### src/rtl/pipe_stall_ctrl_pkg.sv
// Shared pipeline-control definitions: FSM encoding, stall-counter width and
// the bundle of pipeline control strobes produced by the stall controller.
package pipe_stall_ctrl_pkg;

    localparam int CNT_W = 16;
    localparam logic [CNT_W-1:0] CNT_MAX = '1;

    localparam logic [1:0] ST_IDLE     = 2'd0;
    localparam logic [1:0] ST_MEM_WAIT = 2'd1;
    localparam logic [1:0] ST_MEM_DONE = 2'd2;

    typedef enum logic [1:0] {
        IDLE     = ST_IDLE,
        MEM_WAIT = ST_MEM_WAIT,
        MEM_DONE = ST_MEM_DONE
    } state_e;

    typedef struct packed {
        logic pc_write;
        logic ifid_stall;
        logic ifid_flush;
        logic idex_bubble;
        logic exmem_stall;
        logic memwb_stall;
    } ctrl_t;

    // Control word for a pipeline that simply advances.
    localparam ctrl_t CTRL_RUN = '{pc_write: 1'b1, default: 1'b0};

endpackage

### src/rtl/pipe_stall_ctrl_if.sv
// Pipeline <-> stall controller signal bundle. The master side is the
// datapath (hazard sources, memory handshake); the slave side is the controller.
interface pipe_stall_ctrl_if;
    import pipe_stall_ctrl_pkg::*;

    logic             IDEX_MemRead_i;
    logic [4:0]       IDEX_Rt_i;
    logic [4:0]       IFID_Rs_i;
    logic [4:0]       IFID_Rt_i;
    logic             Branch_i;
    logic             MemReq_i;
    logic             MemAck_i;
    logic             MemStart_o;
    logic             PCWrite_o;
    logic             IFID_stall_o;
    logic             IFID_flush_o;
    logic             IDEX_bubble_o;
    logic             EXMEM_stall_o;
    logic             MEMWB_stall_o;
    logic [CNT_W-1:0] StallCnt_o;

    modport master (
        output IDEX_MemRead_i, IDEX_Rt_i, IFID_Rs_i, IFID_Rt_i, Branch_i,
               MemReq_i, MemAck_i,
        input  MemStart_o, PCWrite_o, IFID_stall_o, IFID_flush_o,
               IDEX_bubble_o, EXMEM_stall_o, MEMWB_stall_o, StallCnt_o
    );

    modport slave (
        input  IDEX_MemRead_i, IDEX_Rt_i, IFID_Rs_i, IFID_Rt_i, Branch_i,
               MemReq_i, MemAck_i,
        output MemStart_o, PCWrite_o, IFID_stall_o, IFID_flush_o,
               IDEX_bubble_o, EXMEM_stall_o, MEMWB_stall_o, StallCnt_o
    );

endinterface

### src/rtl/pipe_stall_ctrl_hazard_detect.sv
// Load-use hazard compare: the instruction in ID reads a register that the
// load in EX has not yet produced. Register $zero never creates a hazard.
module hazard_detect (
    input  logic       idex_mem_read,
    input  logic [4:0] idex_rt,
    input  logic [4:0] ifid_rs,
    input  logic [4:0] ifid_rt,
    output logic       load_use
);

    // Purely combinational compare; result is used in the same cycle.
    always_comb begin
        load_use = idex_mem_read && (idex_rt != 5'd0) &&
                   ((idex_rt == ifid_rs) || (idex_rt == ifid_rt));
    end

endmodule

### src/rtl/pipe_stall_ctrl.sv
// Pipeline stall/flush controller. A small FSM sequences multi-cycle data
// memory accesses; memory stalls freeze the whole pipe, load-use hazards insert
// a bubble, taken branches flush IF/ID. All control strobes are combinational.
module pipe_stall_ctrl
    import pipe_stall_ctrl_pkg::*;
(
    input logic              clk_i,
    input logic              rst_n_i,
    pipe_stall_ctrl_if.slave bus
);

    state_e           state_q;
    state_e           state_d;
    logic [CNT_W-1:0] stall_cnt_q;
    logic             mem_stall;
    logic             mem_start;
    logic             load_use;
    ctrl_t            ctrl;

    hazard_detect u_hazard_detect (
        .idex_mem_read (bus.IDEX_MemRead_i),
        .idex_rt       (bus.IDEX_Rt_i),
        .ifid_rs       (bus.IFID_Rs_i),
        .ifid_rt       (bus.IFID_Rt_i),
        .load_use      (load_use)
    );

    // Memory-access FSM: next state, launch pulse and memory-stall condition.
    always_comb begin
        // NOTE: every signal written here gets a default first, so no path through the case can infer a latch.
        state_d   = state_q;
        mem_stall = 1'b0;
        mem_start = 1'b0;
        case (state_q)
            IDLE: begin
                // An ack seen here is not for this access; only MEM_WAIT consumes it.
                if (bus.MemReq_i) begin
                    state_d   = MEM_WAIT;
                    mem_start = 1'b1;
                    mem_stall = 1'b1;
                end
            end
            MEM_WAIT: begin
                if (bus.MemAck_i) begin
                    state_d = MEM_DONE;
                end else begin
                    mem_stall = 1'b1;
                end
            end
            // The completed instruction is still in EX/MEM, so MemReq_i is ignored.
            MEM_DONE: state_d = IDLE;
            default:  state_d = IDLE;
        endcase
    end

    // State register; reset abandons any outstanding access.
    always_ff @(posedge clk_i or negedge rst_n_i) begin
        // NOTE: sequential state uses non-blocking assignments so every flop samples pre-edge values.
        if (!rst_n_i) begin
            state_q <= IDLE;
        end else begin
            state_q <= state_d;
        end
    end

    // Saturating count of memory-stall cycles.
    always_ff @(posedge clk_i or negedge rst_n_i) begin
        if (!rst_n_i) begin
            stall_cnt_q <= '0;
        end else if (mem_stall && (stall_cnt_q != CNT_MAX)) begin
            stall_cnt_q <= stall_cnt_q + 1'b1;
        end
    end

    // Pipeline control, priority memstall > load-use > branch.
    always_comb begin
        ctrl = CTRL_RUN;
        if (mem_stall) begin
            ctrl.pc_write    = 1'b0;
            ctrl.ifid_stall  = 1'b1;
            ctrl.exmem_stall = 1'b1;
            ctrl.memwb_stall = 1'b1;
        end else if (load_use) begin
            ctrl.pc_write    = 1'b0;
            ctrl.ifid_stall  = 1'b1;
            ctrl.idex_bubble = 1'b1;
        end else if (bus.Branch_i) begin
            ctrl.ifid_flush  = 1'b1;
        end
    end

    assign bus.MemStart_o    = mem_start;
    assign bus.PCWrite_o     = ctrl.pc_write;
    assign bus.IFID_stall_o  = ctrl.ifid_stall;
    assign bus.IFID_flush_o  = ctrl.ifid_flush;
    assign bus.IDEX_bubble_o = ctrl.idex_bubble;
    assign bus.EXMEM_stall_o = ctrl.exmem_stall;
    assign bus.MEMWB_stall_o = ctrl.memwb_stall;
    assign bus.StallCnt_o    = stall_cnt_q;

endmodule

### src/flat_wrapper.sv
// flat-port wrapper written by rule: the top's interface ports become plain ports
module pipe_stall_ctrl_flat import pipe_stall_ctrl_pkg::*;
  (clk_i, rst_n_i, bus_IDEX_MemRead_i, bus_IDEX_Rt_i, bus_IFID_Rs_i, bus_IFID_Rt_i, bus_Branch_i, bus_MemReq_i, bus_MemAck_i, bus_MemStart_o, bus_PCWrite_o, bus_IFID_stall_o, bus_IFID_flush_o, bus_IDEX_bubble_o, bus_EXMEM_stall_o, bus_MEMWB_stall_o, bus_StallCnt_o);
  pipe_stall_ctrl_if bus_i ();
  input logic clk_i;
  input logic rst_n_i;
  input wire logic [$bits(bus_i.IDEX_MemRead_i)-1:0] bus_IDEX_MemRead_i;
  input wire logic [$bits(bus_i.IDEX_Rt_i)-1:0] bus_IDEX_Rt_i;
  input wire logic [$bits(bus_i.IFID_Rs_i)-1:0] bus_IFID_Rs_i;
  input wire logic [$bits(bus_i.IFID_Rt_i)-1:0] bus_IFID_Rt_i;
  input wire logic [$bits(bus_i.Branch_i)-1:0] bus_Branch_i;
  input wire logic [$bits(bus_i.MemReq_i)-1:0] bus_MemReq_i;
  input wire logic [$bits(bus_i.MemAck_i)-1:0] bus_MemAck_i;
  output wire logic [$bits(bus_i.MemStart_o)-1:0] bus_MemStart_o;
  output wire logic [$bits(bus_i.PCWrite_o)-1:0] bus_PCWrite_o;
  output wire logic [$bits(bus_i.IFID_stall_o)-1:0] bus_IFID_stall_o;
  output wire logic [$bits(bus_i.IFID_flush_o)-1:0] bus_IFID_flush_o;
  output wire logic [$bits(bus_i.IDEX_bubble_o)-1:0] bus_IDEX_bubble_o;
  output wire logic [$bits(bus_i.EXMEM_stall_o)-1:0] bus_EXMEM_stall_o;
  output wire logic [$bits(bus_i.MEMWB_stall_o)-1:0] bus_MEMWB_stall_o;
  output wire logic [$bits(bus_i.StallCnt_o)-1:0] bus_StallCnt_o;
  assign bus_i.IDEX_MemRead_i = bus_IDEX_MemRead_i;
  assign bus_i.IDEX_Rt_i = bus_IDEX_Rt_i;
  assign bus_i.IFID_Rs_i = bus_IFID_Rs_i;
  assign bus_i.IFID_Rt_i = bus_IFID_Rt_i;
  assign bus_i.Branch_i = bus_Branch_i;
  assign bus_i.MemReq_i = bus_MemReq_i;
  assign bus_i.MemAck_i = bus_MemAck_i;
  assign bus_MemStart_o = bus_i.MemStart_o;
  assign bus_PCWrite_o = bus_i.PCWrite_o;
  assign bus_IFID_stall_o = bus_i.IFID_stall_o;
  assign bus_IFID_flush_o = bus_i.IFID_flush_o;
  assign bus_IDEX_bubble_o = bus_i.IDEX_bubble_o;
  assign bus_EXMEM_stall_o = bus_i.EXMEM_stall_o;
  assign bus_MEMWB_stall_o = bus_i.MEMWB_stall_o;
  assign bus_StallCnt_o = bus_i.StallCnt_o;
  pipe_stall_ctrl u_core (.clk_i(clk_i), .rst_n_i(rst_n_i), .bus(bus_i));
endmodule
### config.mk
export PLATFORM = sky130hd
export DESIGN_NAME = pipe_stall_ctrl_flat
export DESIGN_NICKNAME = d
export VERILOG_FILES = /design/src/rtl/pipe_stall_ctrl_pkg.sv /design/src/rtl/pipe_stall_ctrl_if.sv /design/src/rtl/pipe_stall_ctrl_hazard_detect.sv /design/src/rtl/pipe_stall_ctrl.sv /design/src/flat_wrapper.sv
export SDC_FILE = /design/constraint.sdc
export NUM_CORES = 1
export LEC_CHECK = 0
export ABC_AREA = 1
export CORE_AREA = 4 4 60 62
export DETAILED_ROUTE_END_ITERATION = 12
export DIE_AREA = 0 0 64 66
export PLACE_DENSITY = 0.77
export SLEW_MARGIN = 20
export SYNTH_ARGS = -nofsm -noshare
export SYNTH_HDL_FRONTEND = slang
export SYNTH_HIERARCHICAL = 1
export SYNTH_SLANG_ARGS = --single-unit
### constraint.sdc
create_clock -name clk_i -period 1.5 [get_ports clk_i]
set_input_delay 0.225 -clock clk_i [delete_from_list [all_inputs] [get_ports clk_i]]
set_output_delay 0.225 -clock clk_i [all_outputs]
set_load 0.02 [all_outputs]
Word-level counts from Yosys, hierarchy flattened
Cells that the tools add are included.
- equality and inequality tests: 6
- reductions and logical operators: 7
- multiplexer cells: 14
- $add $sub $neg: 1
- operator list (cell ; number):
    16-bit by 1-bit adder with 16-bit output, second input constant ; 1
    16-bit inequality test, second input constant ; 1
    2-bit two-way mux ; 6
    5-bit equality test ; 2
    1-bit two-way mux ; 6
    5-bit nonzero test ; 1
    2-bit inequality test, second input constant ; 2
    2-bit case mux with 2 select lines ; 1
    1-bit logical AND ; 3
    2-bit by 1-bit equality test with 1-bit output, second input constant ; 1
    2-bit logical NOT ; 1
    1-bit case mux with 2 select lines ; 1
    2-bit AND reduction ; 1
    1-bit logical OR ; 1
- bits of input ports: 21
- word-level logic and storage cells: 30
- bits in registers: 18
- output and inout bits: 23

Depth between registers and ports, before layout
Gate-level depths: netlist (run 1).
- depth in word-level cells: 5
- gate-level depth with buffers: 10
- mapped depth without buffers: 9

Cells and area by module
Netlist (run 1), hierarchy kept.
- by module, submodules not included (module ; seq. area each (sq um) ; times used ; area an instance (sq um) ; cells each):
    pipe_stall_ctrl ; 450.4 ; 1 ; 1172.4 ; 174
    hazard_detect ; 0.0 ; 1 ; 195.2 ; 45

Worst setup path after synthesis (run 1)
Ideal clock, no wire load.
- path type: register to register
- start: reg u_core.stall_cnt_q[0], in the netlist u_core/bus.StallCnt_o[0]
- end: reg u_core.stall_cnt_q[2], in the netlist u_core/bus.StallCnt_o[2]
- arrival time: 1407 ps
- required time: 1373 ps
- setup slack: -34 ps
- cell stages (with the launch flop): 10
- library setup time: 127 ps
- cell sequence: dfrtp_1 -> ha_1 -> inv_1 -> nor2_2 -> nand2_2 -> inv_2 -> nand2_2 -> nand2_4 -> buf_12 -> o21ai_0
- word-level cells in the longest chain between the ends: 2
- elaborated cells between the ends (all ways): 3
- classes of those cells: add/sub: 1; eq/ne: 1; reduce/logical: 1
- ends and longest elaborated chain (item ; RTL line ; text):
    start, declared ; pipe_stall_ctrl.sv:14 ; logic [CNT_W-1:0] stall_cnt_q;
    start signal, assigned ; pipe_stall_ctrl.sv:71 ; stall_cnt_q <= stall_cnt_q + 1'b1;
    parallel branches: the longest is 2 deep, another holds 16-bit by 1-bit adder with 16-bit output ; - ;
Several ways; the timed one is not identified.
A chain may end at the register's enable or synchronous reset.

Worst setup path in the final report (run 1)
- start: reg u_core.state_q[0]
- end: out bus_MEMWB_stall_o
- word-level cells in the longest chain between the ends: 3
- elaborated cells between the ends (all ways): 4
- classes of those cells: eq/ne: 1; mux: 2; reduce/logical: 1
- ends and longest elaborated chain (item ; RTL line ; text):
    start, declared ; pipe_stall_ctrl.sv:12 ; state_e state_q;
    start signal, assigned ; pipe_stall_ctrl.sv:62 ; state_q <= state_d;
    2-bit by 1-bit equality test with 1-bit output / 2-bit logical NOT (equally long branches) ; pipe_stall_ctrl.sv:34 ; case (state_q)
    1-bit case mux with 2 select lines (*) ; pipe_stall_ctrl.sv:34 ;
    2-bit two-way mux (*) ; pipe_stall_ctrl.sv:78 ; if (mem_stall) begin
    end, declared ; flat_wrapper.sv:20 ; output wire logic [$bits(bus_i.MEMWB_stall_o)-1:0] bus_MEMWB_stall_o;
Mark *: on every way between the ends. The rest lies on a longest branch, timed or not.

==> results of run 1 <==
layer usage:
| layer | vias to the layer above | GRT usage |
|---|---|---|
| li1 | 792 | - |
| met2 | 62 | 0.297 |
| met4 | 0 | 0.0647 |
| met1 | 714 | 0.209 |
| met3 | 6 | 0.0272 |
| met5 | - | 0 |
final timing paths:
path                                        endpoint               from  cells after the start
setup / recovery                   bus_MEMWB_stall_o  u_core/state_q[0]                      6
hold / removal              u_core/bus.StallCnt_o[1]            rst_n_i                      2
setup reg to reg           u_core/bus.StallCnt_o[13]  u_core/state_q[0]                     11
hold reg to reg                    u_core/state_q[1]  u_core/state_q[0]                      2
max in group asynchronous   u_core/bus.StallCnt_o[8]            rst_n_i                      2
min in group clk_i                 u_core/state_q[1]  u_core/state_q[0]                      2
registers in the layout, indices dropped and copies added (netlist names):
register / count
u_core/bus.StallCnt_o: 16
u_core/state_q: 2
worst reg2reg max path: stages (launching register included):
cell,delay [ps]
dfrtp_1,410
nor2_1,100
nand2_1,100
buf_6,140
nand2_8,80
buf_6,130
buf_12,140
nand2_4,60
nor2_4,110
nand2_1,60
nand2_1,50
nand2_1,50
synthesized netlist by cell type:
cell type	instances
o21ai_0	3
buf_12	1
inv_2	5
o21ai_1	2
nand4_1	7
nand2_1	88
nand3_1	13
nor2_4	1
dfrtp_1	18
nand2_2	4
a21oi_2	1
xor2_1	2
nor2_2	3
inv_1	30
nor3_1	1
xnor2_1	5
nand2_4	2
clkinv_1	1
nand3b_1	2
o21ai_2	1
buf_4	1
nor2_1	27
ha_1	1
cells by family (layout without fill, tap and decap cells):
| kind of cell | count (synthesis) | count (layout) |
|---|---|---|
| AOI/OAI and AO/OA | 7 | 7 |
| xor gates and xnor gates | 7 | 7 |
| buffers and inverters | 38 | 96 |
| and+or+nand+nor | 148 | 150 |
| DFF | 18 | 18 |
| adders and majority gates | 1 | 1 |
layout by cell type, fill, tap and decap left out, drive strengths merged:
master,synthesis,final
clkbuf,0,4
xor2,2,2
nand4,7,7
buf,2,20
dfrtp,18,18
nand3b,2,2
xnor2,5,5
ha,1,1
nor3,1,1
clkinv,1,1
nand2,94,95
clkdlybuf4s15,0,5
dlygate4sd2,0,26
clkdlybuf4s50,0,5
o21ai,6,6
nand3,13,13
a21oi,1,1
inv,35,35
nor2,31,32
power by group:
part,internal [mW],switching [mW]
Clock,0.148,0.160
Sequential,0.595,0.130
Combinational,0.560,0.705
Total,1.30,0.995
layout make-up:
type / count / area [um^2]
repair buffers: 56 / 532
flip-flops and latches: 18 / 458
multi-input cells: 165 / 878
well taps: 44 / 55.1
inverters: 36 / 143
clock buffers: 4 / 36.3
fillers: 256 / 926
metrics by stage:
stage | util | power (mW) | setup TNS [ps]
after global routing | 0.694 | 2.45 | -2930
after floorplan | - | 1.32 | 0
after detailed placement | 0.624 | 1.78 | -5730
after CTS | 0.633 | 2.05 | -254
final | 0.694 | 2.30 | -656
after global placement | 0.624 | 1.77 | -5620
timing repair:
action / CTS / global route
pin swaps: 9 / 10
buffers inserted: 2 / 3
setup endpoints to repair: 23 / 23
gates cloned: 0 / 2
gates resized for setup: 78 / 42
==> impl_metrics.toml, run 1 <==
[outcome]
outcome = "complete, but fails checks"
violations = "setup timing"

[timing]
whs_ps = 237
timing.final.ws_setup_ps = -102
slew_headroom = 0.805
slew_viol_final = 0
fin_crit_sh = 1.07
fmax_ghz = 0.624
skew_ps = 6.58
fin_crit_ps = 1600
worstMarginPinSlew_ps = 291
grt_setup_unrepaired = "true"
hold_viol = 0
setup_viol = 16

[floorplan]
io_pins = 44
core_area_um2 = 3030
die_height_um = 66
dieArea_um2 = 4220
initial_core_util = 0.452
chipWidth_um = 64
num_rows = 20

[synth]
synthSimpleGateAreaFrac = 0.467
synth_xor_area_frac = 0.0448
synth_area_leaders = "dfrtp_1 33%, nand2_1 24%, inv_1 8.2%"
synth_compound_area_frac = 0.0311
synth_mux_area_frac = 0
ys_types = 23
syn_inst = 219
synth_area_per_cell_um2 = 6.24
synthAdderAreaFrac = 0.00915
ys_warn_count = 6
seq_area_frac_synth = 0.329
synth.top_cell.area_share = 0.329
synth_top_area_cell = "dfrtp_1"
ys_ff_latch = 18
syn_area_um2 = 1370
synth_nets = 241
synth_top_family_by_area = "simple AND/OR/NAND/NOR gates"

[critical_path]
cp_top_family = "flip-flops"
critical_path_class = "reg -> out"
reg2reg_slack_ps = -50
crit_buf_inv = 3
arrival_ps = 1380
cp.required_ps = 1270
worst_setup_path_start_kind = "flop"
crit_fanout = 4
cp_common_cell = "buf_6"
path_cells = "nor2_1 -> nand2_1 -> buf_6 -> nand2_8 -> buf_6 -> buf_6"
cp_slowest_cell = "dfrtp_1"
end_kind = "output port"
critPathMaxStageDelay_ps = 410

[cts]
root_buffer = "clkbuf_4"
cts_tree = "done"
clk_latency_ps = 300
cts_max_path_buffers = 2
htree_levels = 1
clk_pin_slew_worst_paths_ps = 110
cts.sinks = 18
cts_hold_buf = 0
cts_made_buffers = 3

[grt]
grt_first_pass_wirelength_mm = 5.70
grt_max_degree = 19
antenna_found_initial = 0
gr-usage-all-layers = 0.170
overflow = 0
grt_pass1_vias = 1340

[pwr]
cellLeakagePower_nw = 1.09
power_density_nw_per_um2 = 1090
ir_drop_v = 0.000507

[placement]
dp_hpwl_mm = 2.55
pre_cts_slack_ps = -792
routabilityCongestion = 0.810
dp.cells = 312
dpl-instance-area_um2 = 1890
io_buffer_count = 43

[detailed_routing]
avgRoutedWirePerCell_um = 12.3
drtIter0Drc = 72
wl_met1_mm = 1.68
dr_wl_met2_mm = 1.97
drc_errors = 0
routed_wl_mm = 3.96
ant_nets = 0
dr.pass1.iters = 4
topRoutingLayerUsed = "met4"
via_count = 1574
via_per_inst = 4.87
wl_met3_um = 255

[finish]
area_growth_pct = 53.7
nets = 302
final_cell_area_um2 = 2100
drive_gt1_frac = 0.237
antenna_cells = 0
stdcell_count = 323

[min_path]
hold_class = "in -> async"

[run]
cap_violations = 0
(Power assumes the default switching activity.)
==> run 2: changes to the inputs <==
--- a/config.mk
+++ b/config.mk
@@ -6,9 +6,9 @@
 export NUM_CORES = 1
 export LEC_CHECK = 0
 export ABC_AREA = 1
-export CORE_AREA = 4 4 60 62
+export CORE_AREA = 2 2 58 60
 export DETAILED_ROUTE_END_ITERATION = 12
-export DIE_AREA = 0 0 64 66
+export DIE_AREA = 0 0 60 62
 export PLACE_DENSITY = 0.77
 export SLEW_MARGIN = 20
 export SYNTH_ARGS = -nofsm -noshare
==> run 2 against run 1 <==
Against the previous run:
- the flow still finishes with violations (setup timing)
- sequential share of layout area rose by 0.75 points
- largest power group unchanged
- highest routed layer unchanged
- flip-flop and latch count did not move
- largest cell class unchanged
- clock skew rose by 4.4 ps
- non-clock buffer count fell by 3
- power fell by 6.0%
- worst setup slack improved by 42 ps
- via count fell by 2.9%
- register-to-register slack improved by 70 ps
==> impl_metrics.toml, run 2 (synthesis gave the netlist of run 1 again) <==
[timing]
worstMarginPinSlew_ps = 289
fin_crit_ps = 1560
grt_setup_unrepaired = "true"
fin_crit_sh = 1.04
slew_viol_final = 0
slew_headroom = 0.806
whs_ps = 246
timing.final.ws_setup_ps = -60.0
fmax_ghz = 0.641
setup_viol = 6
hold_viol = 0
skew_ps = 11.0
fin_tns_setup_ps = -202

[detailed_routing]
routed_wl_mm = 3.61
via_count = 1528
drtIter0Drc = 86
avgRoutedWirePerCell_um = 11.2
dr.pass1.iters = 4
via_per_inst = 4.75
ant_nets = 0
drc_errors = 0

[pwr]
power_density_nw_per_um2 = 1070
ir_drop_v = 0.000466
cellLeakagePower_nw = 1.07
total_power_mw = 2.16

[floorplan]
core_area_um2 = 3180
initial_core_util = 0.430
dieArea_um2 = 3720
num_rows = 21
die_height_um = 62
chipWidth_um = 60
io_pins = 44

[cts]
root_buffer = "clkbuf_4"
cts.sinks = 18
clk_latency_ps = 300
cts_max_path_buffers = 2
cts_hold_buf = 0
clk_pin_slew_worst_paths_ps = 110
cts_made_buffers = 3
cts_tree = "done"
htree_levels = 1

[finish]
final_cell_area_um2 = 2020
antenna_cells = 0
area_growth_pct = 47.4
nets = 299
final_util = 0.634
layout_common_cells = "86 x nand2_1, 28 x inv_1, 23 x nor2_1"
stdcell_count = 322
largest_reg_flops = 16
drive_gt1_frac = 0.214
final_common_cell = "nand2_1"

[placement]
dpl-instance-area_um2 = 1890
routabilityCongestion = 0.834
io_buffer_count = 43
pre_cts_slack_ps = -737
dp_hpwl_mm = 2.54
dp.cells = 314

[critical_path]
crit_fanout = 5
reg2reg_slack_ps = 20
timing.rr.end = "u_core/bus.StallCnt_o[13]"
critical_path_class = "reg -> out"
cp-startpoint = "u_core/state_q[0]"
timing.rr.start = "u_core/state_q[0]"
endpoint = "bus_MEMWB_stall_o"
arrival_ps = 1330
worst_setup_path_start_kind = "flop"
end_kind = "output port"
reg2reg_depth = 11
cp.required_ps = 1270

[grt]
antenna_found_initial = 0
overflow = 0
grt_max_degree = 19
grt_pass1_vias = 1261
grt_first_pass_wirelength_mm = 5.32
gr-usage-all-layers = 0.190

[min_path]
hold_class = "in -> async"

[outcome]
outcome = "complete, but fails checks"
violations = "setup timing"

[run]
cap_violations = 0
run 2: cell types whose count changed in the layout (fill, tap and decap cells not counted), moves of 3 or more:
cell	change
inv_1	+3
buf_6	-3
dfrtp_1	+3
dlygate4sd2_1	-5
clkdlybuf4s15_1	+4
dfrtp_2	-3
run 2: critical path, cell delays in order (launching register included):
cell     delay [ps]
dfrtp_1         410
nor2_1          100
nand2_1          90
buf_6           140
nand2_8          70
buf_6           120
buf_6           120
run 2: worst min path at each step:
stage / start / endpoint / slack (ps) / cells after the start
6_report: rst_n_i / u_core/bus.StallCnt_o[6] / 250 / 2
5_1_grt: rst_n_i / u_core/bus.StallCnt_o[6] / 260 / 2
4_1_cts: rst_n_i / u_core/bus.StallCnt_o[6] / 240 / 2
3_5_place_dp: u_core/state_q[1] / u_core/state_q[1] / 510 / 3
3_3_place_gp: u_core/state_q[1] / u_core/state_q[1] / 510 / 3
2_1_floorplan: rst_n_i / u_core/bus.StallCnt_o[0] / -70 / 0
run 2: area by class of cell:
type	instances	area [um^2]
clock buffer	4	36.3
fill	297	1160
inverter	36	135
multi-input combinational	165	858
sequential	18	454
tap	46	57.6
timing repair buffer	53	474
run 2: what timing repair did:
item / 4_1_cts / 5_1_grt
endpoints found under the setup margin: 23 / 22
gates resized for setup: 80 / 31
pin swaps: 12 / 12
cloned: 0 / 2
setup buffers: 2 / 0
run 2: report_power, final:
group / switching, mW / internal (mW) / total (mW)
Clock: 0.156 / 0.148 / 0.304
Combinational: 0.644 / 0.483 / 1.13
Sequential: 0.138 / 0.592 / 0.730
Total: 0.937 / 1.22 / 2.16
run 2: per-layer routing:
metal / wire length, um / vias to the layer above / part of all wire / global-route usage
li1: - / 781 / - / -
met1: 1620 / 699 / 0.45 / 0.239
met2: 1770 / 44 / 0.49 / 0.335
met3: 181 / 4 / 0.050 / 0.0207
met4: 38 / 0 / 0.011 / 0.0762
met5: 0 / - / 0 / 0
==> run 3: changes to the inputs <==
--- a/config.mk
+++ b/config.mk
@@ -7,9 +7,11 @@
 export LEC_CHECK = 0
 export ABC_AREA = 1
 export CORE_AREA = 2 2 58 60
+export CTS_CLUSTER_SIZE = 16
 export DETAILED_ROUTE_END_ITERATION = 12
 export DIE_AREA = 0 0 60 62
 export PLACE_DENSITY = 0.77
+export SETUP_SLACK_MARGIN = 0.5
 export SLEW_MARGIN = 20
 export SYNTH_ARGS = -nofsm -noshare
 export SYNTH_HDL_FRONTEND = slang
==> run 3 against run 2 <==
Against the previous run:
- the run now ends clean
- critical endpoint is now bus_IFID_stall_o
- core utilization increased by 8.0 points
- clock power increased by 3%
- non-clock buffer count increased by 21
- flip-flop and latch count unchanged
- first-iteration DRC count decreased by 10%
- cell count increased by 6.5%
- die area unchanged
- combinational power increased by 26%
- largest power group unchanged
- clock-buffer cell count unchanged
- critical path depth unchanged
- via count increased by 6.5%
==> impl_metrics.toml, run 3 (synthesis gave the netlist of run 1 again) <==
[min_path]
hold_class = "in -> async"

[run]
cap_violations = 0

[detailed_routing]
avgRoutedWirePerCell_um = 12.0
wl_met1_mm = 1.80
routed_wl_mm = 4.12
dr.pass1.iters = 4
drc_errors = 0
via_per_inst = 4.74
dr_wl_met2_mm = 2.09
topRoutingLayerUsed = "met4"
via_count = 1627
drtIter0Drc = 77
ant_nets = 0
wl_met3_um = 190

[timing]
worstMarginPinSlew_ps = 285
grt_setup_unrepaired = "true"
fin_crit_sh = 0.979
fin_crit_ps = 1470
timing.final.ws_setup_ps = 31.7
setup_viol = 0
whs_ps = 244
fin_tns_setup_ps = 0
hold_viol = 0
slew_headroom = 0.809
fmax_ghz = 0.681
slew_viol_final = 0
skew_ps = 3.70

[floorplan]
dieArea_um2 = 3720
initial_core_util = 0.430
chipWidth_um = 60
num_rows = 21
die_height_um = 62
io_pins = 44
core_area_um2 = 3180

[finish]
largest_reg_flops = 16
drive_gt1_frac = 0.414
layout_common_cells = "82 x nand2_1, 32 x buf_6, 25 x buf_4, 25 x inv_1, 21 x nor2_1"
stdcell_count = 343
nets = 320
final_cell_area_um2 = 2270
antenna_cells = 0
final_common_cell = "nand2_1"
final_util = 0.714
area_growth_pct = 66.1

[cts]
clk_latency_ps = 300
clk_pin_slew_worst_paths_ps = 110
cts_max_path_buffers = 2
root_buffer = "clkbuf_4"
cts_made_buffers = 3
htree_levels = 1
cts_hold_buf = 0
cts_tree = "done"
cts.sinks = 18

[placement]
dp.cells = 309
dp_hpwl_mm = 2.57
dpl-instance-area_um2 = 1870
routabilityCongestion = 0.892
pre_cts_slack_ps = -830
io_buffer_count = 43

[critical_path]
critical_path_class = "reg -> out"
path_cells = "nor2_1 -> nand2_2 -> nand2_4 -> nor2_4 -> inv_2 -> buf_6"
cp_slowest_cell = "dfrtp_1"
worst_setup_path_start_kind = "flop"
critPathMaxStageDelay_ps = 420
cp-startpoint = "u_core/state_q[0]"
arrival_ps = 1240
timing.rr.start = "u_core/state_q[0]"
crit_fanout = 6
end_kind = "output port"
cp.required_ps = 1270

[outcome]
outcome = "finished, final reports clean"

[grt]
grt_pass1_vias = 1395
grt_max_degree = 19
grt_first_pass_wirelength_mm = 6.06
overflow = 0
antenna_found_initial = 0
gr-usage-all-layers = 0.214

[pwr]
power_density_nw_per_um2 = 1100
total_power_mw = 2.49
cellLeakagePower_nw = 1.16
ir_drop_v = 0.000575
[run 3: routing by layer]
metal	GRT usage	vias up
met5	0	-
met3	0.0311	4
li1	-	821
met2	0.349	46
met1	0.299	756
met4	0.0571	0
[run 3: worst max-delay path: cells and delay by family (launching register included)]
kind          cells  cell delay [ps]
flops             1              420
buf+inv           2              150
simple gates      4              370
[run 3: where the power goes]
group          total (mW)  internal [mW]  switching (mW)
Clock               0.312          0.148           0.164
Combinational        1.42          0.710           0.712
Sequential          0.758          0.602           0.156
[run 3: final cells by class]
| class | count | area [um^2] |
|---|---|---|
| Clock buffer | 4 | 36.3 |
| Fill cell | 263 | 908 |
| Inverter | 36 | 140 |
| Multi-Input combinational cell | 165 | 880 |
| Sequential cell | 18 | 462 |
| Tap cell | 46 | 57.6 |
| Timing Repair Buffer | 74 | 696 |
[run 3: worst paths after layout]
kind	to	slack (ps)	cells past startpoint
worst max-delay path	bus_IFID_stall_o	30	6
worst max register to register	u_core/bus.StallCnt_o[13]	50	10
worst min-delay path	u_core/bus.StallCnt_o[4]	240	2
worst min register to register	u_core/bus.StallCnt_o[13]	560	2
max in group asynchronous	u_core/bus.StallCnt_o[12]	1040	2
min in group clk_i	u_core/state_q[1]	480	3
[run 3: what timing repair did]
item	in CTS	in global routing
gates resized for setup	201	43
pin swaps	24	21
setup buffers	23	5
gates cloned	2	0
setup endpoints to repair	39	40
